<file path="src/rtl/shift_sched.sv">
`timescale 1ns/1ps
// shift_sched: one multi-cycle shifter shared by two requesters.
//
// A two-way round-robin arbiter accepts one operation at a time. The engine
// then moves the operand up to STEP bit positions per cycle until the shift
// amount is used up. The result is held until the consumer takes it.
//
// Ports:
//   clk, rst_n                 clock, asynchronous active-low reset
//   reqN_valid / reqN_ready    request handshake for requester N (N = 0, 1)
//   reqN_op                    00 SLL, 01 SRL, 10 SRA, 11 ROL
//   reqN_a, reqN_shamt         operand and shift amount
//   res_valid / res_ready      result handshake
//   res_data, res_tag          shifted value and the index of its requester
//   busy                       engine is not idle (state != IDLE)
//
// Handshake semantics (all three channels): a transfer happens on a rising
// edge where valid && ready are both high. The producer may drop valid
// without a transfer. reqN_ready depends combinationally on the valids. It is
// high only in IDLE, and only for the granted requester. res_valid is high
// for exactly as long as the engine is in DONE.
module shift_sched #(
  parameter int  WIDTH = 32,
  parameter int  STEP  = 4,
  localparam int SHW   = $clog2(WIDTH)
) (
  input  logic             clk,
  input  logic             rst_n,
  input  logic             req0_valid,
  output logic             req0_ready,
  input  logic [1:0]       req0_op,
  input  logic [WIDTH-1:0] req0_a,
  input  logic [SHW-1:0]   req0_shamt,
  input  logic             req1_valid,
  output logic             req1_ready,
  input  logic [1:0]       req1_op,
  input  logic [WIDTH-1:0] req1_a,
  input  logic [SHW-1:0]   req1_shamt,
  output logic             res_valid,
  input  logic             res_ready,
  output logic [WIDTH-1:0] res_data,
  output logic             res_tag,
  output logic             busy
);

  typedef enum logic [1:0] {IDLE, SHIFT, DONE} state_t;

  localparam logic [1:0]     OP_SLL = 2'b00;
  localparam logic [1:0]     OP_SRL = 2'b01;
  localparam logic [1:0]     OP_SRA = 2'b10;
  localparam logic [SHW-1:0] STEP_R = SHW'(STEP);

  state_t           state_q, state_d;
  logic [WIDTH-1:0] acc_q, res_data_q;
  logic [SHW-1:0]   rem_q;
  logic [1:0]       op_q;
  logic             tag_q, last_grant_q, res_tag_q;

  logic             any_valid, grant, accept;
  logic [1:0]       op_sel;
  logic [WIDTH-1:0] a_sel;
  logic [SHW-1:0]   shamt_sel;
  logic [SHW-1:0]   k, rem_next;
  logic [WIDTH-1:0] shifted;
  logic [2*WIDTH-1:0] rol_wide;

  // Arbitration. When both requesters are valid, the one that was not
  // served last wins. last_grant resets to 1, so requester 0 wins the
  // first contention.
  always_comb begin
    any_valid = req0_valid | req1_valid;
    if (req0_valid && req1_valid) grant = ~last_grant_q;
    else                          grant = req1_valid;
    // The rst_n term keeps both readies low while reset is asserted,
    // including before the first clock edge.
    req0_ready = rst_n && (state_q == IDLE) && any_valid && !grant;
    req1_ready = rst_n && (state_q == IDLE) && any_valid &&  grant;
    accept     = req0_ready | req1_ready;
    op_sel     = grant ? req1_op    : req0_op;
    a_sel      = grant ? req1_a     : req0_a;
    shamt_sel  = grant ? req1_shamt : req0_shamt;
  end

  // One shift step of k = min(rem, STEP) positions.
  always_comb begin
    k        = (rem_q < STEP_R) ? rem_q : STEP_R;
    rem_next = rem_q - k;
    // Rotate via a double-width copy, so that k = 0 needs no special case.
    rol_wide = {acc_q, acc_q} << k;
    case (op_q)
      OP_SLL:  shifted = acc_q << k;
      OP_SRL:  shifted = acc_q >> k;
      OP_SRA:  shifted = $unsigned($signed(acc_q) >>> k);
      default: shifted = rol_wide[2*WIDTH-1:WIDTH];
    endcase
  end

  // Next-state logic.
  always_comb begin
    state_d = state_q;
    case (state_q)
      IDLE:    if (accept) state_d = (shamt_sel == '0) ? DONE : SHIFT;
      SHIFT:   if (rem_next == '0) state_d = DONE;
      DONE:    if (res_ready) state_d = IDLE;
      default: state_d = IDLE;
    endcase
  end

  always_ff @(posedge clk or negedge rst_n) begin
    if (!rst_n) state_q <= IDLE;
    else        state_q <= state_d;
  end

  // Datapath. res_data and res_tag are loaded only on entry to DONE. They
  // therefore stay stable through DONE and keep their value afterwards.
  always_ff @(posedge clk or negedge rst_n) begin
    if (!rst_n) begin
      acc_q        <= '0;
      rem_q        <= '0;
      op_q         <= '0;
      tag_q        <= 1'b0;
      last_grant_q <= 1'b1;
      res_data_q   <= '0;
      res_tag_q    <= 1'b0;
    end else if (accept) begin
      acc_q        <= a_sel;
      rem_q        <= shamt_sel;
      op_q         <= op_sel;
      tag_q        <= grant;
      last_grant_q <= grant;
      if (shamt_sel == '0) begin
        res_data_q <= a_sel;
        res_tag_q  <= grant;
      end
    end else if (state_q == SHIFT) begin
      acc_q <= shifted;
      rem_q <= rem_next;
      if (rem_next == '0) begin
        res_data_q <= shifted;
        res_tag_q  <= tag_q;
      end
    end
  end

  assign res_valid = (state_q == DONE);
  assign res_data  = res_data_q;
  assign res_tag   = res_tag_q;
  assign busy      = (state_q != IDLE);

endmodule

</file>
<file path="config.mk">
export PLATFORM = sky130hd
export DESIGN_NAME = shift_sched
export DESIGN_NICKNAME = d
export VERILOG_FILES = /design/src/rtl/shift_sched.sv
export SDC_FILE = /design/constraint.sdc
export NUM_CORES = 1
export LEC_CHECK = 0
export ABC_AREA = 1
export BUFFER_PORTS_ARGS = -buffer_cell sky130_fd_sc_hd__buf_2
export CAP_MARGIN = 10
export CORE_MARGIN = 4
export CORE_UTILIZATION = 25
export CTS_CLUSTER_SIZE = 28
export DETAILED_ROUTE_END_ITERATION = 12
export PLACE_DENSITY = 0.48
export SYNTH_ARGS = -nofsm -noshare
export SYNTH_HDL_FRONTEND = slang
export SYNTH_SLANG_ARGS = --single-unit
</file>
<file path="constraint.sdc">
create_clock -name clk -period 2.15 [get_ports clk]
set_input_delay 0.215 -clock clk [delete_from_list [all_inputs] [get_ports clk]]
set_output_delay 0.215 -clock clk [all_outputs]
set_load 0.02 [all_outputs]
</file>
[Word-level counts from Yosys, hierarchy flattened]
Cells that the tools add are included.
Cells by class
  reduce and logical (&&, ||, !) cells: 15
  bitwise operators: 3
  magnitude comparators: 1
  equal/unequal tests: 8
  muxes and demuxes: 23
  $add $sub $neg: 1
  shift operators: 4
Operators with widths (number)
  two-way mux 32 bit: 7
  case mux 32 bit (3 select lines): 1
  << shifter 64 x 5 -> 64 bit: 1
  << shifter 32 x 5 -> 32 bit: 1
  >> shifter 32 x 5 -> 32 bit: 1
  >>> shifter 32 x 5 -> 32 bit: 1
  two-way mux 5 bit: 4
  logical NOT 5 bit: 2
  two-way mux 2 bit: 5
  case mux 2 bit (3 select lines): 1
  AND reduction 3 bit: 2
  nonzero test 2 bit: 3
  logical AND 1 bit: 5
  less-than comparator 5 x 3 -> 1 bit (second input constant): 1
  two-way mux 1 bit: 5
  subtractor 5 bit: 1
  == test 2 x 1 -> 1 bit (second input constant): 2
  == test 2 bit (second input constant): 2
  logical NOT 2 bit: 2
  inequality test 2 x 1 -> 1 bit (second input constant): 2
  inequality test 2 bit (second input constant): 2
  bitwise OR 1 bit: 2
  logical NOT 1 bit: 1
  NOT 1 bit: 1
Storage, ports and cells
  logic and storage cells: 63
  input bits: 83
  register bits after elaboration: 76
  output and inout port bits: 37

[Logic depth before layout (Yosys ltp)]
  depth in word-level cells: 7
  depth in mapped cells: 17

[Least setup slack after synthesis]
No wires, ideal clock.
  kind: register to register
  start: reg rem_q[3]
  end: reg res_data_q[0], in the netlist res_data[0]
  data arrival time: 2.121 ns
  stages on the path, launching flop included: 18
  data required time: 2.034 ns
  library setup time: 0.116 ns
  clock period less this slack: 2.238 ns
  path slack: -0.088 ns
  cells stage by stage: dfrtp_1 nor2_4 nand2_2 buf_2 buf_2 nand2_1 ha_1 a21oi_2 nand2_1 nand2_1 nor2_1 nand3_1 nand2_1 nand2_2 inv_2 buf_4 nand2_1 nand2_1
On the way
  longest elaborated chain between the ends: 7
  elaborated cells between the ends (all ways): 14
  those cells by class: add/sub: 1; order compare: 1; shift: 4; mux: 5; reduce/logical: 3
RTL lines
  start, declared: line 55  | logic [SHW-1:0] rem_q;
  start signal, assigned: line 127  | rem_q <= shamt_sel;
  start signal, assigned: line 137  | rem_q <= rem_next;
  less-than comparator 5 x 3 -> 1 bit: line 86  | k = (rem_q < STEP_R) ? rem_q : STEP_R;
  two-way mux 5 bit: line 86
  << shifter 64 x 5 -> 64 bit (tied with other cells): line 89  | rol_wide = {acc_q, acc_q} << k;
  case mux 32 bit (3 select lines): line 90  | case (op_q)
  two-way mux 32 bit: line 138  | if (rem_next == '0) begin
  two-way mux 32 bit: line 135  | end else if (state_q == SHIFT) begin
  two-way mux 32 bit: line 125  | end else if (accept) begin
  end signal, assigned: line 132  | res_data_q <= a_sel;
  end signal, assigned: line 139  | res_data_q <= shifted;
  end, declared: line 54  | logic [WIDTH-1:0] acc_q, res_data_q;
Several ways; a longest one is shown, not always the timed one. The select of a mux whose other input is x is not followed.
A chain may end at the register's enable or synchronous reset.

[Worst setup path in the final report]
  start: reg rem_q[4]
  end: reg res_data_q[31], in the netlist res_data[31]
Same word-level chain as after synthesis.

==> impl_metrics.yaml <==
outcome:
  status: "finished with violations"
  violations: "hold timing"
final_layout:
  fill_cells: 2702
  antennaDiodeCount: 0
  nets: 1184
  drive_gt1_frac: 0.186
  final_cell_mix: "nand2_1, nand3_1, buf_2"
  final_common_cell: "nand2_1"
  instances_no_fill: 1424
  syn_to_final_growth_pct: 26.3
  fin_util: 0.320
critical_path:
  start_kind: "flip-flop"
  critPathCaptureType: "flip-flop"
  crit_type: "flip-flop to flip-flop"
  crit_arrival_ps: 2320
  cp.required_ps: 2440
  worstPathMaxFanout: 18
grt:
  grt_antenna_before_repair: 0
  track_usage: 0.173
  grt-ovfl-total: 0
  grt_pass1_vias: 6628
  grt_pass1_wl_um: 36500
  grt_max_degree: 77
timing:
  holdWs_ps: -23.0
  hold_violations: 43
  setup_tns_ps: 0
  max_freq_mhz: 491
  grt_setup_unrepaired: "yes"
  clock_skew_ps: 4.70
  layout_worst_path_cycle_share: 0.947
  setup_viol: 0
  fin_crit_ps: 2040
  maxSlewViolCount: 0
synth:
  synth.area.top_cells: "dfrtp_1, nand2_1, nand3_1"
  yosys.area.top_type: "dfrtp_1"
  synth_nets: 1067
  yosys_warnings: 0
  synth.ff_latch_count: 76
  syn_avg_cell_area_sq_um: 6.04
  yosysUniqueCellTypes: 33
  synthCells: 983
  netlist_area_sq_um: 5940
  seq_area_frac_synth: 0.320
  yosysTopAreaCellShare: 0.316
die:
  start_util: 0.254
  rows: 56
  die_h_um: 162
  ios: 120
  die-area_sq_um: 26300
  coreArea_sq_um: 23400
  dieWidth_um: 162
detailed_routing:
  ant_nets: 0
  wl_met3_um: 1120
  vias: 6835
  drt_pre_antenna_iters: 5
  drt_iter0_drc: 657
  wl_per_cell_um: 16.1
  routed-wl-met2_um: 10600
  post-route-drc-count: 0
  routedLengthMet1_um: 10800
  viasPerCell: 4.80
  finalWirelength_um: 23000
  highest_layer: "met4"
power_and_ir_drop:
  p_per_area_nw_per_um2: 1730
  ir_drop_v: 0.000592
  leakagePower_nw: 3.96
hold_path:
  hold_class: "input pin to asynchronous set/reset pin"
place:
  dp_cells: 1403
  finalWeightedCongestion: 0.935
  io_buffers: 119
  dp_hpwl_um: 16500
cts:
  numCtsBuffers: 9
  tritoncts: "done"
  cts_sinks: 76
  clk_pin_slew_ps: 60
  htree_levels: 3
  clk_path_buf_depth: 2
  cts-root-buf: "clkbuf_16"
  clk_latency_ps: 350
flow_run:
  drv_cap: 0
## repair_timing
action                                  in CTS  in global routing
endpoints found under the setup margin       1                 43
hold buffers                                 0                  0
resized for setup                            0                 10
gates cloned                                 0                  1
buffers inserted                             0                  4
pin swaps                                    1                  2
## worst paths after layout
| path | from | endpoint | slack, ps | cells after the start |
|---|---|---|---|---|
| max | rem_q[4]$_DFFE_PN0P_ | res_data[31]$_DFFE_PN0P_ | 110 | 14 |
| max reg2reg | rem_q[4]$_DFFE_PN0P_ | res_data[31]$_DFFE_PN0P_ | 110 | 14 |
| min reg2reg | last_grant_q$_DFFE_PN1N_ | last_grant_q$_DFFE_PN1N_ | 470 | 2 |
| min | rst_n | res_data[14]$_DFFE_PN0P_ | -20 | 2 |
| max in group asynchronous | rst_n | last_grant_q$_DFFE_PN1N_ | 1800 | 2 |
| min in group clk | res_ready | state_q[1]$_DFFE_PN0P_ | 50 | 2 |
## through the flow
stage	area [sq um]	hold WS, ps	setup WS, ps	power, mW
floorplan	5950	-80.6	10.9	8.38
global placement	7110	387	75.1	11.3
detailed placement	7110	386	84.2	11.3
CTS	7410	6.41	15.6	13.0
global route	7500	25.0	-43.7	14.3
finish	7500	-23.0	115	13.0
## flip-flops by register name (all words and copies together), names as in the netlist
| name | cells |
|---|---|
| res_tag | 1 |
| res_data | 32 |
| acc_q | 32 |
| last_grant_q | 1 |
| state_q | 2 |
| tag_q | 1 |
| rem_q | 5 |
| op_q | 2 |
## critical path: stages, from the launching register on
cell     delay, ps
dfrtp_1        420
nor2_4         190
nand2_4        100
nand2_1         80
ha_1           230
inv_1           70
nand3_1         90
nor2_1         110
nand3_1         90
nand2_1        100
nand2_2         90
inv_2          110
buf_12         160
nand2_1         80
nand2_1         60
## synth_stat cells (all sizes together)
| master | instances |
|---|---|
| nand3b | 3 |
| o221ai | 5 |
| o21ai | 42 |
| ha | 1 |
| dfstp | 1 |
| nand2 | 466 |
| buf | 39 |
| a22oi | 32 |
| inv | 63 |
| nand3 | 141 |
| and2 | 1 |
| nand4 | 11 |
| conb | 1 |
| o211ai | 9 |
| clkbuf | 16 |
| o31ai | 1 |
| a21oi | 16 |
| or2 | 2 |
| clkinv | 2 |
| nor2 | 52 |
| dfrtp | 75 |
| o22ai | 1 |
| a31oi | 3 |
## layout make-up
cell class,count,area [sq um],share of cell area
clock buffer,12,256,0.0342
clock inverter,4,47.5,0.00634
inverter,65,244,0.0325
multi-input combinational,787,3540,0.472
sequential,76,1900,0.254
tap,319,399,0.0532
timing repair buffer,161,1110,0.148
## metal layers
layer,vias up,track usage
li1,3448,-
met1,3144,0.244
met2,220,0.283
met3,23,0.0228
met4,0,0.0415
met5,-,0
## report_power, final
part	leakage (nW)	switching (mW)	total (mW)	internal (mW)
registers	0.968	0.503	2.58	2.08
logic	2.85	5.82	8.83	3.00
clock network	0.149	0.640	1.60	0.960
total	3.96	6.97	13.0	6.04
## kinds of logic (layout without fill, tap and decap cells)
family	Yosys count	in the layout	share of synthesized area
compound gates	109	109	0.114
fa+ha+maj	1	1	0.00211
buf+inv	120	242	0.0870
flops	76	76	0.320
other cells	1	1	0.000631
simple gates	676	676	0.476
Note: power is estimated with default switching activity, not from simulation.
